<file path="config.mk">
export PLATFORM = sky130hd
export DESIGN_NAME = sync_pulse
export DESIGN_NICKNAME = d
export VERILOG_FILES = /design/src/rtl/sync_pulse.sv
export SDC_FILE = /design/constraint.sdc
export NUM_CORES = 1
export LEC_CHECK = 0
export CAP_MARGIN = 20
export CORE_AREA = 3 3 40 42
export DETAILED_ROUTE_END_ITERATION = 10
export DIE_AREA = 0 0 43 45
export DONT_BUFFER_PORTS = 1
export GPL_ROUTABILITY_DRIVEN = 0
export SYNTH_ARGS = -nofsm -noshare
export SYNTH_HDL_FRONTEND = slang
export SYNTH_SLANG_ARGS = --single-unit
</file>
<file path="constraint.sdc">
create_clock -name clk -period 1.6 [get_ports clk]
set_clock_uncertainty 0.05 [all_clocks]
set_input_delay 0.32 -clock clk [delete_from_list [all_inputs] [get_ports clk]]
set_output_delay 0.32 -clock clk [all_outputs]
set_load 0.05 [all_outputs]
</file>
<file path="src/rtl/sync_pulse.sv">
// Free-running periodic sync pulse: start delay after reset, then WIDTH-active / PERIOD-WIDTH-inactive forever.
// Define SYNC_ACTIVE_LOW_EN to make the pulse active-low (idle level 1).
module sync_pulse #(
    parameter int PERIOD    = 8,
    parameter int WIDTH     = 2,
    parameter int START_DLY = 3
) (
    input  logic clk,
    input  logic rst,
    output logic out
);

    localparam int CNT_MAX = (PERIOD > START_DLY + 1) ? PERIOD : START_DLY + 1;
    localparam int CNT_W   = $clog2(CNT_MAX);

    // START_DLY of 0 and 1 both fire on the first edge after release.
    localparam logic [CNT_W-1:0] START_LAST = (START_DLY == 0) ? '0 : CNT_W'(START_DLY - 1);
    localparam logic [CNT_W-1:0] HIGH_LAST  = CNT_W'(WIDTH - 1);
    localparam logic [CNT_W-1:0] LOW_LAST   = CNT_W'(PERIOD - WIDTH - 1);
    localparam logic [CNT_W-1:0] CNT_ONE    = CNT_W'(1);

`ifdef SYNC_ACTIVE_LOW_EN
    localparam logic ACTIVE = 1'b0;
`else
    localparam logic ACTIVE = 1'b1;
`endif

    if (PERIOD < 2 || WIDTH < 1 || WIDTH >= PERIOD || START_DLY < 0) begin : g_bad_params
        $error("sync_pulse: illegal parameters PERIOD=%0d WIDTH=%0d START_DLY=%0d",
               PERIOD, WIDTH, START_DLY);
    end

    typedef enum logic [1:0] {
        ST_START = 2'd0,
        ST_HIGH  = 2'd1,
        ST_LOW   = 2'd2
    } state_t;

    state_t           state_q, state_d;
    logic [CNT_W-1:0] cnt_q,   cnt_d;
    logic             out_q,   out_d;

    always_comb begin
        state_d = state_q;
        cnt_d   = cnt_q;
        out_d   = out_q;
        case (state_q)
            ST_START: begin
                if (cnt_q == START_LAST) begin
                    state_d = ST_HIGH;
                    cnt_d   = '0;
                    out_d   = ACTIVE;
                end else begin
                    cnt_d   = cnt_q + CNT_ONE;
                    out_d   = ~ACTIVE;
                end
            end
            ST_HIGH: begin
                if (cnt_q == HIGH_LAST) begin
                    state_d = ST_LOW;
                    cnt_d   = '0;
                    out_d   = ~ACTIVE;
                end else begin
                    cnt_d   = cnt_q + CNT_ONE;
                    out_d   = ACTIVE;
                end
            end
            ST_LOW: begin
                if (cnt_q == LOW_LAST) begin
                    state_d = ST_HIGH;
                    cnt_d   = '0;
                    out_d   = ACTIVE;
                end else begin
                    cnt_d   = cnt_q + CNT_ONE;
                    out_d   = ~ACTIVE;
                end
            end
            default: begin
                state_d = ST_START;
                cnt_d   = '0;
                out_d   = ~ACTIVE;
            end
        endcase
    end

    always_ff @(posedge clk or negedge rst) begin
        if (!rst) begin
            state_q <= ST_START;
            cnt_q   <= '0;
            out_q   <= ~ACTIVE;
        end else begin
            state_q <= state_d;
            cnt_q   <= cnt_d;
            out_q   <= out_d;
        end
    end

    assign out = out_q;

endmodule

</file>
* Word-level counts from Yosys, hierarchy flattened
Cells that the tools add are included.
** Word-level totals
- Bits in registers :: 6
- Logic and storage cells :: 26
** Operators by class
- $add $sub $neg :: 1
- Equality and inequality tests :: 8
- Multiplexer cells :: 12
- Reductions and logical operators :: 2
** Operators with widths (count)
- two-way mux 3 bit :: 3
- one-hot mux 3 bit (3 select lines) :: 1
- two-way mux 2 bit :: 3
- != test 2 bit (second input constant) :: 3
- one-hot mux 2 bit (3 select lines) :: 1
- adder 3 x 1 -> 3 bit (second input constant) :: 1
- equality test 3 x 1 -> 1 bit (second input constant) :: 1
- equality test 3 x 2 -> 1 bit (second input constant) :: 1
- equality test 3 bit (second input constant) :: 1
- two-way mux 1 bit :: 3
- one-hot mux 1 bit (3 select lines) :: 1
- AND reduction 3 bit :: 1
- equality test 2 x 1 -> 1 bit (second input constant) :: 1
- equality test 2 bit (second input constant) :: 1
- zero test 2 bit :: 1

* Longest topological paths before layout
Gate-level depths: netlist (run 1).
- Word-level depth :: 3
- Mapped depth :: 4
- Mapped depth without buffers :: 3

* Worst setup path after synthesis (run 1)
Ideal clock, no wire load.
- Kind :: flip-flop to flip-flop
- From :: register cnt_q[2]
- To :: register cnt_q[0]
- Library setup time :: 129 ps
- Data arrival time :: 917 ps
- Path slack :: 504 ps
- Stages on the path, launching flop included :: 3
- Buffers on the path :: 1
- Clock period less this slack :: 1096 ps
- Cells stage by stage :: dfrtp_1 > clkbuf_1 > o41a_1
** On the way
- Longest elaborated chain between the ends :: 3
- Elaborated cells on any way between the ends :: 7
** Ends and longest elaborated chain
- start: declaration :: RTL line 40 : logic [CNT_W-1:0] cnt_q, cnt_d;
- start signal: assignment :: RTL line 93 : cnt_q <= cnt_d;
- equality test 3 bit (tied with other cells) :: RTL line 69 : if (cnt_q == LOW_LAST) begin
- two-way mux 3 bit (on tied branches) :: RTL line 69, 49, 59
- one-hot mux 3 bit (3 select lines) * :: RTL line 47 : case (state_q)
- named net cnt_d[0] :: RTL line 40
Mark *: on every way through the listed nets, which the timed path passes. The rest lies on a longest branch.
A chain may end at the register's enable or synchronous reset.

* Final worst setup path (run 1)
- From :: register out_q, in the netlist out
- To :: output out
** RTL lines
- start: declaration :: RTL line 41 : logic out_q, out_d;
- start signal: assignment :: RTL line 90 : out_q <= ~ACTIVE;
- start signal: assignment :: RTL line 94 : out_q <= out_d;
- end: declaration :: RTL line 10 : output logic out
No word-level cell between the ends.

==> flow_summary.ini, run 1 <==
[status]
status = finished, final reports clean

[floorplanning]
rows = 13
start_util_pct = 23.08
die_w_um = 43
num_io_pins = 3
dieArea_um2 = 1935
die_h_um = 45
core_um2 = 1285

[timing]
max_freq_mhz = 817.9
relSlewSlack_pct = 70.91
hold_slack_ps = 332.2
setup_viol = 0
post-route-period-util_pct = 76.41
report.final.hold_viol_count = 0
tns_ps = 0
worst_slew_pin_slew_ps = 436.7
period_minus_slack_ps = 1223
rsz0062_at_grt = false
drv_slew = 0

[clock_tree]
root_buffer = clkbuf_4
numCtsBuffers = 3
cts.hold.buffers_added = 1
clock_sinks = 6
clk-insertion-delay-late_ps = 250
htreeDepth = 1
cts_buffer_depth = 2
clkTransAtPathRegs_ps = 50
cts_tree = done
postCtsSetupBuffers = 0
cts_resized = 0

[cells_and_area]
syn_to_final_growth_pct = 14.35
fin_nets = 34
n_antenna_cell = 0
drive_gt1_share_pct = 10.00
multi_input_area_um2 = 133.9
fin_area_um2 = 339.1
final_cell_mix = 6 x dfrtp_1, 4 x nand2b_1, 3 x a21oi_1, 3 x clkbuf_4, 2 x o2bb2ai_1
n_fill_cell = 141
register_area_um2 = 150.1
layout_commonest_cell = dfrtp_1

[setup_path]
crit_fanout = 1
required_ps = 1230
criticalPathCategory = flip-flop to primary output
critPathCaptureType = primary output
reg2reg_depth = 3
arrival_ps = 850
cp_num_cells = 0
cp-start-kind = flip-flop

[synth]
syn_inst = 28
syn_avg_cell_area_um2 = 10.59
syn_area_um2 = 296.5
yosysTopAreaCell = dfrtp_1
synth_top_area_share_pct = 50.63
syn_nets = 30
yosysUniqueCellTypes = 17
synthTopCellsByArea = dfrtp_1 51%, nand2b_1 8.4%, o2bb2ai_1 5.9%
synth_seq_area_share_pct = 50.63
synth_seq_cells = 6
ys_warn_count = 0

[routing]
drc_errors = 0
wl_um = 595
via_count = 232
first_pass_iters = 2
drt_iter0_drc = 3
wire_per_inst_um = 13.22
vias_per_cell = 5.156
ant_nets = 0

[grt]
overflow = 0
grt_max_degree = 10
grt_antenna_before_repair = 0
grt_pass1_wl_um = 972
grt_pass1_vias = 233
groute.usage.overall_pct = 7.454

[pwr]
p_leak_nw = 0.1429
max-vdd-ir-drop_mv = 0.3353
power.density_nw_per_um2 = 878.5

[placement]
portBuffers = 0
placed_cell_area_um2 = 306.5
dp.final_hpwl_um = 434.5

[min_path]
hold_path.class = primary input to asynchronous set/reset pin

[flow_run]
maxCapViolations = 0
## per-stage QoR
step | utilization, % | setup WS (ps) | instances | total power, mW
2_1_floorplan | - | 503.7 | 28 | 0.1546
5_1_grt | 26.39 | 349.2 | 45 | 0.3115
3_5_place_dp | 23.86 | 422.2 | 41 | 0.1546
4_1_cts | 26.39 | 371.4 | 45 | 0.3030
3_3_place_gp | 23.86 | 475.3 | 41 | 0.1546
6_report | 26.39 | 377.4 | 45 | 0.2979
## cells by family (layout without fill, tap and decap cells)
group	after synthesis	after routing	synth area share, %
AOI/OAI and AO/OA	14	14	35.02
DFF	6	6	50.63
and+or+nand+nor	5	5	10.12
buffers and inverters	3	5	4.215
## final cells by class
type,count,share of cell area (%)
flip-flops and latches,6,44.28
multi-input cells,19,39.48
clock buffers,3,6.642
well taps,15,5.535
repair buffers,1,2.952
inverters,1,1.107
## final timing paths
path / startpoint / endpoint / slack [ps]
worst min-delay path: rst / out$_DFF_PN0_ / 330
worst min register to register: cnt_q[0]$_DFF_PN0_ / state_q[1]$_DFFE_PN0P_ / 520
worst max register to register: cnt_q[1]$_DFF_PN0_ / cnt_q[1]$_DFF_PN0_ / 410
min in group clk: cnt_q[0]$_DFF_PN0_ / state_q[1]$_DFFE_PN0P_ / 520
worst max-delay path: out$_DFF_PN0_ / out / 380
max in group asynchronous: rst / cnt_q[2]$_DFF_PN0_ / 950
## Yosys cell counts
library cell / instances
dfrtp_1: 6
nand2b_1: 4
a21oi_1: 3
o2bb2ai_1: 2
a211o_1: 1
a211oi_1: 1
a2bb2oi_1: 1
a31oi_1: 1
buf_2: 1
clkbuf_1: 1
inv_1: 1
nor3_1: 1
o211a_1: 1
o21a_1: 1
o21ai_1: 1
o22ai_1: 1
o41a_1: 1
## sequential cells by signal, indices dropped and copies added (netlist names)
| signal | flops |
|---|---|
| cnt_q | 3 |
| out | 1 |
| state_q | 2 |
## layer usage
layer  vias to the layer above  track usage, %  wire [um]
met5                         -               0          0
met4                         0           3.614          0
met3                         0           5.976         41
met2                         6           11.98        304
met1                       113           6.863        250
li1                        113               -          -
## power by group
part | total, mW | internal [mW] | leakage [nW] | switching, mW
clock network | 0.141 | 0.0850 | 0.0138 | 0.0563
registers | 0.152 | 0.152 | 0.0740 | 0
logic | 0.00446 | 0.00169 | 0.0551 | 0.00278
total | 0.298 | 0.239 | 0.143 | 0.0590
No activity file was read; power rests on OpenSTA's default activity.
==> run 2: changes to the inputs <==
==> constraint.sdc (replaced) <==
create_clock -name clk -period 1 [get_ports clk]
set_clock_uncertainty 0.05 [all_clocks]
set_input_delay 0.2 -clock clk [delete_from_list [all_inputs] [get_ports clk]]
set_output_delay 0.2 -clock clk [all_outputs]
set_load 0.05 [all_outputs]
==> run 2 against run 1 <==
Effect of this change:
- the run now ends with negative setup slack left
- cell count grew 20%
- die area is the same
- count of clock-buffer cells in the layout is the same
==> flow_summary.ini, run 2 (synthesized netlist as in run 1, its figures left out) <==
[status]
status = finished, violations left
violations = negative setup slack

[clock_tree]
clkTransAtPathRegs_ps = 50
cts_buffer_depth = 2
clk-insertion-delay-late_ps = 240
clock_sinks = 6
root_buffer = clkbuf_4
cts_tree = done
htreeDepth = 1
numCtsBuffers = 3

[cells_and_area]
drive_gt1_share_pct = 61.54
syn_to_final_growth_pct = 61.60
n_antenna_cell = 0
fin_area_um2 = 479.2
regMostFlops = cnt_q
largest_reg_flops = 3
final-instance-count-excl-fill = 54
n_fill_cell = 124
fin_nets = 43
final_cell_mix = 7 x buf_4, 4 x nand2b_4, 4 x dfrtp_2
layout_commonest_cell = buf_4

[grt]
met2_usage_pct = 14.07
grt_max_degree = 8
grt_pass1_wl_um = 1166
overflow = 0
grt_pass1_vias = 275
grt_use_met3_pct = 4.781
groute.usage.overall_pct = 8.641
grt_antenna_before_repair = 0
use_met1_pct = 8.621
top_usage_layer = met2

[setup_path]
criticalPathCategory = flip-flop to flip-flop
arrival_ps = 1230
cp-start-kind = flip-flop
worstPathCellList = nand2b_4 > o21a_1 > a31oi_1
slowest_stage = dfrtp_2
crit_fanout = 6
crit_buf_inv = 0
critPathTopFamily = flip-flops
critPathCaptureType = flip-flop
cpPeakStageDelay_ps = 460
required_ps = 1100

[placement]
portBuffers = 0
dp.final_hpwl_um = 490.3
dp_worst_setup_slack_ps = -122.3
post-place-cells = 48
placed_cell_area_um2 = 386.6

[routing]
first_pass_iters = 1
wl_um = 740
drt_iter0_drc = 0
wire_per_inst_um = 13.70
vias_per_cell = 5.093
via_count = 275
drc_errors = 0
ant_nets = 0

[timing]
setup_viol = 7
max_freq_mhz = 885.4
rsz0062_at_grt = true
post-route-period-util_pct = 112.9
drv_slew = 0
worst_slew_pin_slew_ps = 284.0
period_minus_slack_ps = 1129
tns_ps = -475.8
relSlewSlack_pct = 81.00
hold_slack_ps = 219.4
report.final.hold_viol_count = 0
fin_ws_ps = -129.4

[min_path]
hold_path.class = primary input to asynchronous set/reset pin

[floorplanning]
num_io_pins = 3
die_h_um = 45
die_w_um = 43
start_util_pct = 23.08
rows = 13
core_um2 = 1285
dieArea_um2 = 1935

[pwr]
power.density_nw_per_um2 = 987.8
max-vdd-ir-drop_mv = 0.4651
p_leak_nw = 0.2042

[flow_run]
maxCapViolations = 0
[run 2: changes by cell type in the layout (fill, tap and decap cells not counted), moves of 4 or more]
cell and change:
dfrtp_1 -4, nand2b_1 -4, buf_4 +7, nand2b_4 +4
dfrtp_2 +4
[run 2: path summary, 6_finish.rpt]
path | slack, ps | endpoint | from | cells past startpoint
max in group asynchronous | 440 | state_q[1]$_DFFE_PN0P_ | rst | 1
min in group clk | 550 | cnt_q[1]$_DFF_PN0_ | cnt_q[2]$_DFF_PN0_ | 1
setup reg to reg | -130 | state_q[1]$_DFFE_PN0P_ | state_q[1]$_DFFE_PN0P_ | 3
hold / removal | 220 | out$_DFF_PN0_ | rst | 1
hold reg to reg | 550 | cnt_q[1]$_DFF_PN0_ | cnt_q[2]$_DFF_PN0_ | 1
setup / recovery | -130 | state_q[1]$_DFFE_PN0P_ | state_q[1]$_DFFE_PN0P_ | 3
[run 2: metrics by stage]
step	utilization, %	power [mW]
6_report	37.29	0.4734
5_1_grt	37.29	0.5006
4_1_cts	35.35	0.4824
3_5_place_dp	30.09	0.2473
3_3_place_gp	30.09	0.2473
2_1_floorplan	-	0.2473
[run 2: power by group]
part / switching, mW / leakage (nW) / internal [mW]
clock: 0.0869 / 0.0138 / 0.136
combinational: 0.00457 / 0.120 / 0.00270
sequential: 0 / 0.0701 / 0.243
total: 0.0915 / 0.204 / 0.382
[run 2: metal layers]
layer	wire (um)	vias to the layer above	part of all wire, %
met2	356	5	48
met1	343	137	46
met3	34	2	4.6
li1	-	131	-
met5	0	-	0
met4	5	0	0.68
[run 2: area by class of cell]
cell class | count | area (um^2) | share of cell area [%]
Tap cell | 15 | 18.77 | 3.916
Multi-Input combinational cell | 19 | 185.2 | 38.64
Inverter | 1 | 3.754 | 0.7833
Timing Repair Buffer | 10 | 93.84 | 19.58
Clock buffer | 3 | 22.52 | 4.700
Sequential cell | 6 | 155.1 | 32.38
[run 2: timing repair]
item / in CTS / in global routing
hold endpoints to repair: 6 / 0
hold buffers: 1 / 0
setup endpoints to repair: 7 / 7
pin swaps: 1 / 1
resized for setup: 7 / 4
buffers inserted: 2 / 0
